==> src/rtl/img_pkg.sv <==
// Shared image constants and pixel types for the camera / frame-buffer path.
// Helpers here define the per-channel arithmetic used by the 2x2 downscaler.
package img_pkg;

    localparam int unsigned IN_W   = 640;
    localparam int unsigned IN_H   = 480;
    localparam int unsigned OUT_W  = IN_W / 2;
    localparam int unsigned OUT_H  = IN_H / 2;
    localparam int unsigned DW     = 12;
    localparam int unsigned PAIR_W = 15;

    typedef struct packed {
        logic [3:0] r;
        logic [3:0] g;
        logic [3:0] b;
    } rgb444_t;

    // Horizontal pair sum: one extra bit per channel so nothing is lost before averaging.
    typedef struct packed {
        logic [4:0] r;
        logic [4:0] g;
        logic [4:0] b;
    } pair_t;

    typedef enum logic [1:0] {StIdle, StActive, StDone} ds_state_e;

    function automatic logic [3:0] ch_r(rgb444_t p);
        return p.r;
    endfunction

    function automatic logic [3:0] ch_g(rgb444_t p);
        return p.g;
    endfunction

    function automatic logic [3:0] ch_b(rgb444_t p);
        return p.b;
    endfunction

    function automatic pair_t pair_add(rgb444_t a, rgb444_t b);
        pair_t s;
        s.r = {1'b0, ch_r(a)} + {1'b0, ch_r(b)};
        s.g = {1'b0, ch_g(a)} + {1'b0, ch_g(b)};
        s.b = {1'b0, ch_b(a)} + {1'b0, ch_b(b)};
        return s;
    endfunction

    // Sum of two pair words is the 4-pixel sum; dropping two LSBs truncates the mean.
    function automatic rgb444_t quad_avg(pair_t a, pair_t b);
        logic [5:0] sr;
        logic [5:0] sg;
        logic [5:0] sb;
        sr = {1'b0, a.r} + {1'b0, b.r};
        sg = {1'b0, a.g} + {1'b0, b.g};
        sb = {1'b0, a.b} + {1'b0, b.b};
        return {sr[5:2], sg[5:2], sb[5:2]};
    endfunction

endpackage

==> src/rtl/pair_line_buffer.sv <==
// One-line store of horizontal pair sums from the even row, read back on the odd row.
// Read data is registered on rd_en and held until the next read.
module pair_line_buffer
    import img_pkg::*;
#(
    parameter int unsigned DEPTH = OUT_W,
    parameter int unsigned AW    = $clog2(DEPTH)
) (
    input  logic          clk,
    input  logic          rst,
    input  logic          wr_en,
    input  logic [AW-1:0] wr_addr,
    input  pair_t         wr_data,
    input  logic          rd_en,
    input  logic [AW-1:0] rd_addr,
    output pair_t         rd_data
);

    pair_t mem [DEPTH];
    pair_t rd_data_q;

    always_ff @(posedge clk) begin
        if (wr_en) begin
            mem[wr_addr] <= wr_data;
        end
    end

    always_ff @(posedge clk or negedge rst) begin
        if (!rst) begin
            rd_data_q <= '0;
        end else if (rd_en) begin
            rd_data_q <= mem[rd_addr];
        end
    end

    assign rd_data = rd_data_q;

endmodule

==> src/rtl/pixel_downscaler_2x2.sv <==
// Averages each 2x2 block of the incoming RGB444 stream into one output pixel.
// Even rows store horizontal pair sums; odd rows combine them and emit a pixel.
module pixel_downscaler_2x2 #(
    parameter int unsigned IN_W = 640,
    parameter int unsigned IN_H = 480,
    parameter int unsigned DW   = 12
) (
    input  logic          clk,
    input  logic          rst,
    input  logic          frame_start,
    input  logic [DW-1:0] pixel_data,
    input  logic          pixel_valid,
    output logic [DW-1:0] scaled_data,
    output logic          scaled_valid,
    output logic          scaled_sof
);

    import img_pkg::*;

    localparam int unsigned XW     = $clog2(IN_W);
    localparam int unsigned YW     = $clog2(IN_H);
    localparam int unsigned AW     = XW - 1;
    localparam logic [XW-1:0] XLast = XW'(IN_W - 1);
    localparam logic [YW-1:0] YLast = YW'(IN_H - 1);

    ds_state_e     state_q, state_d;
    logic [XW-1:0] x_q, x_d, cur_x;
    logic [YW-1:0] y_q, y_d, cur_y;
    rgb444_t       pix_q;
    rgb444_t       cur_pix;
    pair_t         pair_w;
    pair_t         rd_pair;
    logic          accept;
    logic          wr_en;
    logic          rd_en;
    logic          out_valid;
    logic          out_sof;

    // frame_start restarts the position counters in the same cycle it arrives.
    always_comb begin
        cur_x   = frame_start ? '0 : x_q;
        cur_y   = frame_start ? '0 : y_q;
        accept  = pixel_valid && (frame_start || (state_q == StActive));
        state_d = frame_start ? StActive : state_q;
        x_d     = cur_x;
        y_d     = cur_y;
        if (accept) begin
            if (cur_x == XLast) begin
                x_d = '0;
                if (cur_y == YLast) begin
                    y_d     = '0;
                    state_d = StDone;
                end else begin
                    y_d = cur_y + YW'(1);
                end
            end else begin
                x_d = cur_x + XW'(1);
            end
        end
    end

    always_ff @(posedge clk or negedge rst) begin
        if (!rst) begin
            state_q <= StIdle;
            x_q     <= '0;
            y_q     <= '0;
        end else begin
            state_q <= state_d;
            x_q     <= x_d;
            y_q     <= y_d;
        end
    end

    always_comb begin
        cur_pix   = rgb444_t'(pixel_data);
        pair_w    = pair_add(pix_q, cur_pix);
        wr_en     = accept && cur_x[0] && !cur_y[0];
        rd_en     = accept && !cur_x[0] && cur_y[0];
        out_valid = accept && cur_x[0] && cur_y[0];
        out_sof   = out_valid && (cur_x == XW'(1)) && (cur_y == YW'(1));
    end

    always_ff @(posedge clk or negedge rst) begin
        if (!rst) begin
            pix_q <= '0;
        end else if (accept && !cur_x[0]) begin
            pix_q <= cur_pix;
        end
    end

    pair_line_buffer #(
        .DEPTH (IN_W / 2),
        .AW    (AW)
    ) u_line_buf (
        .clk     (clk),
        .rst     (rst),
        .wr_en   (wr_en),
        .wr_addr (cur_x[XW-1:1]),
        .wr_data (pair_w),
        .rd_en   (rd_en),
        .rd_addr (cur_x[XW-1:1]),
        .rd_data (rd_pair)
    );

    always_ff @(posedge clk or negedge rst) begin
        if (!rst) begin
            scaled_data  <= '0;
            scaled_valid <= 1'b0;
            scaled_sof   <= 1'b0;
        end else begin
            scaled_valid <= out_valid;
            scaled_sof   <= out_sof;
            if (out_valid) begin
                scaled_data <= quad_avg(rd_pair, pair_w);
            end
        end
    end

endmodule

==> config.mk <==
export PLATFORM = sky130hd
export DESIGN_NAME = pixel_downscaler_2x2
export DESIGN_NICKNAME = d
export VERILOG_FILES = /design/src/rtl/img_pkg.sv /design/src/rtl/pair_line_buffer.sv /design/src/rtl/pixel_downscaler_2x2.sv
export SDC_FILE = /design/constraint.sdc
export NUM_CORES = 2
export LEC_CHECK = 0
export CAP_MARGIN = 20
export CORE_ASPECT_RATIO = 0.5
export CORE_MARGIN = 8
export CORE_UTILIZATION = 29
export CTS_CLUSTER_SIZE = 12
export DETAILED_ROUTE_END_ITERATION = 10
export GPL_TIMING_DRIVEN = 0
export PLACE_DENSITY_LB_ADDON = 0.08
export RECOVER_POWER = 25
export SLEW_MARGIN = 0
export SYNTH_ARGS = -nofsm -noshare
export SYNTH_HDL_FRONTEND = slang
export SYNTH_HIERARCHICAL = 1
export SYNTH_MEMORY_MAX_BITS = 65536
export SYNTH_SLANG_ARGS = --single-unit
export TNS_END_PERCENT = 50
==> constraint.sdc <==
create_clock -name clk -period 16.02 [get_ports clk]
set_input_delay 3.204 -clock clk [delete_from_list [all_inputs] [get_ports clk]]
set_output_delay 3.204 -clock clk [all_outputs]
set_load 0.02 [all_outputs]
## Yosys cells after proc, flatten, opt, wreduce, memory -nomap -nowiden

Memories as Yosys holds them, arrays and structs flattened. A register that Yosys moved wholly into a read port is not among the register bits.
Cells that the tools add are included.

- ROM bits: 0
- Logic and storage cells: 48
- Bits in writable memories: 4800
- Memories kept: 1
- Flip-flop bits (word level): 47
- Output and inout port bits: 14
- Bits in latches: 0

Memory list:

| name | words | width | rd ports | clocked after memory_dff | write ports | line | source |
|---|---|---|---|---|---|---|---|
| u_line_buf.mem | 320 | 15 | 1 | 1 | 1 | pair_line_buffer.sv:19 | `pair_t mem [DEPTH];` |

- Multipliers: 0
- Bitwise logic cells: 0
- Add/sub/neg operators: 8
- Shift-type cells: 0
- Order comparisons: 0
- Reduce and logical (&&, ||, !) cells: 12
- Equal/unequal tests: 5
- Div/mod/pow operators: 0
- Mux-type cells: 13

Operators by type and width:

| kind | count |
|---|---|
| two-way mux 9 bit | 4 |
| two-way mux 10 bit | 3 |
| adder 5 x 5 -> 6 bit | 3 |
| adder 4 x 4 -> 5 bit | 3 |
| adder 10 x 1 -> 10 bit, second input constant | 1 |
| equality test 10 x 1 -> 1 bit, second input constant | 1 |
| equality test 10 bit, second input constant | 1 |
| adder 9 x 1 -> 9 bit, second input constant | 1 |
| equality test 9 x 1 -> 1 bit, second input constant | 1 |
| equality test 9 bit, second input constant | 1 |
| logical AND 1 bit | 8 |
| two-way mux 2 bit | 4 |
| logical NOT 1 bit | 3 |
| equality test 2 x 1 -> 1 bit, second input constant | 1 |
| two-way mux 1 bit | 2 |
| logical OR 1 bit | 1 |

## Depth between registers and ports, before layout

- Depth after elaboration: 7
- Depth in mapped cells: 16
- Gate-level depth less buffers: 10

## By module

The synthesis kept the hierarchy.

Modules (own cells, without submodules):

| module | cells an instance | sequential area each (um^2) | times used | area each (um^2) |
|---|---|---|---|---|
| pair_line_buffer | 8198 | 144513.6 | 1 | 184839.8 |
| pixel_downscaler_2x2 | 290 | 1176.1 | 1 | 2955.3 |

## Worst setup path after synthesis

OpenSTA, ideal clock, no wires.

- Path kind: input to register
- Start: in pixel_data[4]
- End: reg scaled_data[7]
- Setup slack: 953 ps
- Data arrival time: 14932 ps
- Required time: 15884 ps
- Setup time: 136 ps
- Cell stages on the path: 8
- Path through: ha_1 inv_1 fa_1 xnor2_1 ha_1 a21o_1 a2111oi_0 nor3_1

RTL lines:

| element | line | source |
|---|---|---|
| start: declaration | pixel_downscaler_2x2.sv:11 | `input logic [DW-1:0] pixel_data,` |
| end signal: assignment | pixel_downscaler_2x2.sv:114 | `scaled_data <= quad_avg(rd_pair, pair_w);` |
| end: declaration | pixel_downscaler_2x2.sv:13 | `output logic [DW-1:0] scaled_data,` |

==> results.md <==
* Buf/Inv on CP at 4
* Placed cells at 17,800
* Worst-path clk slew at 0.06 ns
* Die area at 0.675 mm2
* Overall Power at 28.6 mW
* Clk pwr share at 0.376
* Synthesis warning total at 6
* CTS buffer count at 480
* Total grt overflow at 0
* I/O pin count at 30
* Setup_tns at 0 ns
* Final instance area at 0.226 mm2
* Seq cells post-synth at 4,862
* DR vias/cell at 6.10
* CP peak stage delay at 2.57 ns
* Final setup viols at 0
* Clock tree from TritonCTS: yes
* Drt wl/cell at 56.9 um
* Number of hold buffers added after CTS at 0
* Number of synthesized flops with an enable pin at 4,800
* Failing checks: capacitance limit, slew limit
* CP arrival at 11.88 ns
* CP top delay family: buffers and inverters
* Max H-tree Level at 5
* Area Growth Syn to Fin at 20.5%
* Switching power at 7.30 mW
* CP max FO at 77
* Max-slew violations at 2,042
* Status: finished, violations left
* Sequential fraction of the synthesis area at 0.776
* Post-CTS setup buffer count at 0
* DRC viols at 0
* Sw Share at 0.255
* Crit end category: flop
* Final Non-Filler Cells at 18,700
* Post-synth cell types at 83
* Site row count at 209
* Part of the cycle the worst path needs at 0.720
* WS Path Type: in -> reg
* Initial antenna violation count at 192
* Async SR Flop Fraction at 0.0128
* Top post-synthesis cells by area: edfxtp_1 77%, mux4_2 14%, mux2i_1 1.5%, dfrtp_1 0.83%, nor2_1 0.78%
* Final Core Density at 0.350
* Post-cts sizing count at 0
* Most common cell after layout, fill and taps aside: edfxtp_1
* Slew of the pin with the lowest slew margin at 5.43 ns
* Final hold vios at 0
* Synth Flop Type: edfxtp_1
* Via count at 114,000
* Initial Utilization at 0.290
* IO buf count at 29
* Crit start category: primary input
* Yosys top cell area share at 0.768
* Die Y-Extent at 585 um
* Placed cell area at 0.213 mm2
* Avg Cell Area, Syn at 22.1 um2
* Post-synth top area cell: edfxtp_1
* Final wirelength at 1070 mm
* Minimum clock period at 11.53 ns
* Fmax at 0.0867 GHz
* Max Cap Violations at 41
* Commonest non-fill, non-tap cells in the layout: 4,800 x edfxtp_1, 1,188 x mux4_2, 490 x clkbuf_16, 281 x clkbuf_1, 281 x mux2i_1
* Max clock buf depth at 4
* Vias in the first global route at 100,000
* Skew final at 0.0645 ns
* Crit path max-delay cell type: clkbuf_1
* Horiz. Die Dim at 1.15 mm
* CTS Sinks at 4,862
* Hpwl dp at 763 mm
* RePlAce Congestion at 1.00
* Gr usage total at 0.306
* Syn Inst Count at 8,488
* Mapped Nets at 8,538
* PwrDens at 126 mW/mm2
* Largest net degree at the start of global routing at 98
* Worst path cell trace: dlygate4sd3_1, ha_1, clkbuf_1, clkbuf_1, clkbuf_1
* Hold WS at 0.476 ns
* Min-Delay Path Class: reg -> reg
* Max_slew headroom at -2.62
* Critical Path RT at 16.37 ns
* Seq pwr share at 0.525
* Core area at 0.647 mm2
* Global-route wire length before repair at 1300 mm
* P_int at 21.3 mW
* Gate power share at 0.099
* Clock Tree Root: clkbuf_16
* Layout Nets at 9,693
* ANT nets after route at 0
* Final worst setup slack at 4.49 ns
* Leakage power total at 68.7 nW
* Iteration count of the initial detailed-routing pass at 5
* Dpl ws at 4.53 ns
* Skew-Pair Late Insertion Delay at 1.13 ns
* Initial DRC Count at 23,800
* Worst path most repeated cell: clkbuf_1
* Fraction of layout cells with a size suffix above 1 at 0.316
* Post-Syn Area at 0.188 mm2
* Peak VDD IR at 0.0987 mV
* RSZ-0062 raised after global routing: false
-- area by class of cell --
class / instances / area, um2
Fill cell: 59900 / 420000
Sequential cell: 4862 / 146000
Multi-Input combinational cell: 3125 / 41100
Clock buffer: 668 / 13100
Timing Repair Buffer: 673 / 11500
Tap cell: 8651 / 10800
Buffer: 482 / 2950
Clock inverter: 132 / 810
Antenna cell: 135 / 338
Inverter: 19 / 73.8
-- flip-flops by register name, summed over array words and instances (netlist names) --
| name | cells |
|---|---|
| pix_q | 12 |
| scaled_data | 12 |
| scaled_sof | 1 |
| scaled_valid | 1 |
| state_q | 2 |
| u_line_buf/mem | 4800 |
| u_line_buf/rd_data | 15 |
| x_q | 10 |
| y_q | 9 |
-- cell usage after synthesis (7+ instances only) --
master / count
a21o_1: 14
nand3_1: 63
a2111oi_0: 13
nor2b_1: 41
dfrtp_1: 62
a211oi_1: 29
a311oi_1: 7
inv_1: 16
a22oi_1: 165
o221ai_1: 13
clkbuf_1: 202
a21oi_1: 98
nand4_1: 18
mux2i_1: 282
nor3_1: 33
xnor2_1: 13
o211ai_1: 21
buf_4: 62
or3_1: 10
o21ai_1: 13
buf_1: 41
buf_2: 119
o22ai_1: 55
a221oi_1: 45
o41ai_1: 7
and2_1: 8
a32oi_1: 10
a31oi_1: 39
mux2_2: 33
buf_6: 57
mux4_2: 1188
nand2_1: 210
a22o_1: 36
edfxtp_1: 4800
xor2_1: 10
nor4_1: 18
nor2_1: 391
ha_1: 31
nand2b_1: 21
o21ai_0: 69
and3_1: 22
-- worst min-delay path, delay by kind of cell (launching register included) --
family           cells  cell delay (ns)
flip-flops           1             0.34
AO/OA/AOI/OAI        1             0.06
AND/OR/NAND/NOR      1             0.04
-- path summary, 6_finish.rpt --
path | from | end | slack, ns | cells after the start
setup / recovery | pixel_data[4] | u_line_buf/mem[292][5]$_DFFE_PP_ | 4.49 | 5
min in group asynchronous | rst | scaled_data[10]$_DFFE_PN0P_ | 2.68 | 1
hold / removal | scaled_data[0]$_DFFE_PN0P_ | scaled_data[0]$_DFFE_PN0P_ | 0.48 | 2
hold reg to reg | scaled_data[0]$_DFFE_PN0P_ | scaled_data[0]$_DFFE_PN0P_ | 0.48 | 2
setup reg to reg | pix_q[4]$_DFFE_PN0P_ | u_line_buf/mem[292][5]$_DFFE_PP_ | 6.78 | 4
max in group asynchronous | rst | pix_q[1]$_DFFE_PN0P_ | 9.97 | 2
-- cells by family after synthesis --
group,count (synthesis),synth area share
muxes,1507,0.160
AOI/OAI and AO/OA,688,0.0258
DFF,4862,0.776
adders and majority gates,34,0.00239
xor gates and xnor gates,23,0.00107
and+or+nand+nor,873,0.0209
buffers and inverters,501,0.0143
-- power groups by stage --
stage | clock (mW) | sequential (mW) | combinational (mW)
after floorplan | 0 | 15.7 | 0.979
after global placement | 0 | 16.6 | 2.31
after detailed placement | 0 | 15.2 | 2.96
after CTS | 10.8 | 14.9 | 2.96
after global routing | 11.3 | 15.0 | 2.84
final | 10.7 | 15.0 | 2.83
-- per-layer routing --
| layer | global-route usage | part of all wire | wire (um) | vias to the layer above |
|---|---|---|---|---|
| met2 | 0.425 | 0.41 | 436000 | 9583 |
| met4 | 0.147 | 0.056 | 60200 | 44 |
| li1 | - | - | - | 38500 |
| met1 | 0.414 | 0.40 | 427000 | 64600 |
| met5 | 0.00872 | 0.0013 | 1380 | - |
| met3 | 0.126 | 0.13 | 143000 | 1734 |
(Power assumes the default switching activity.)
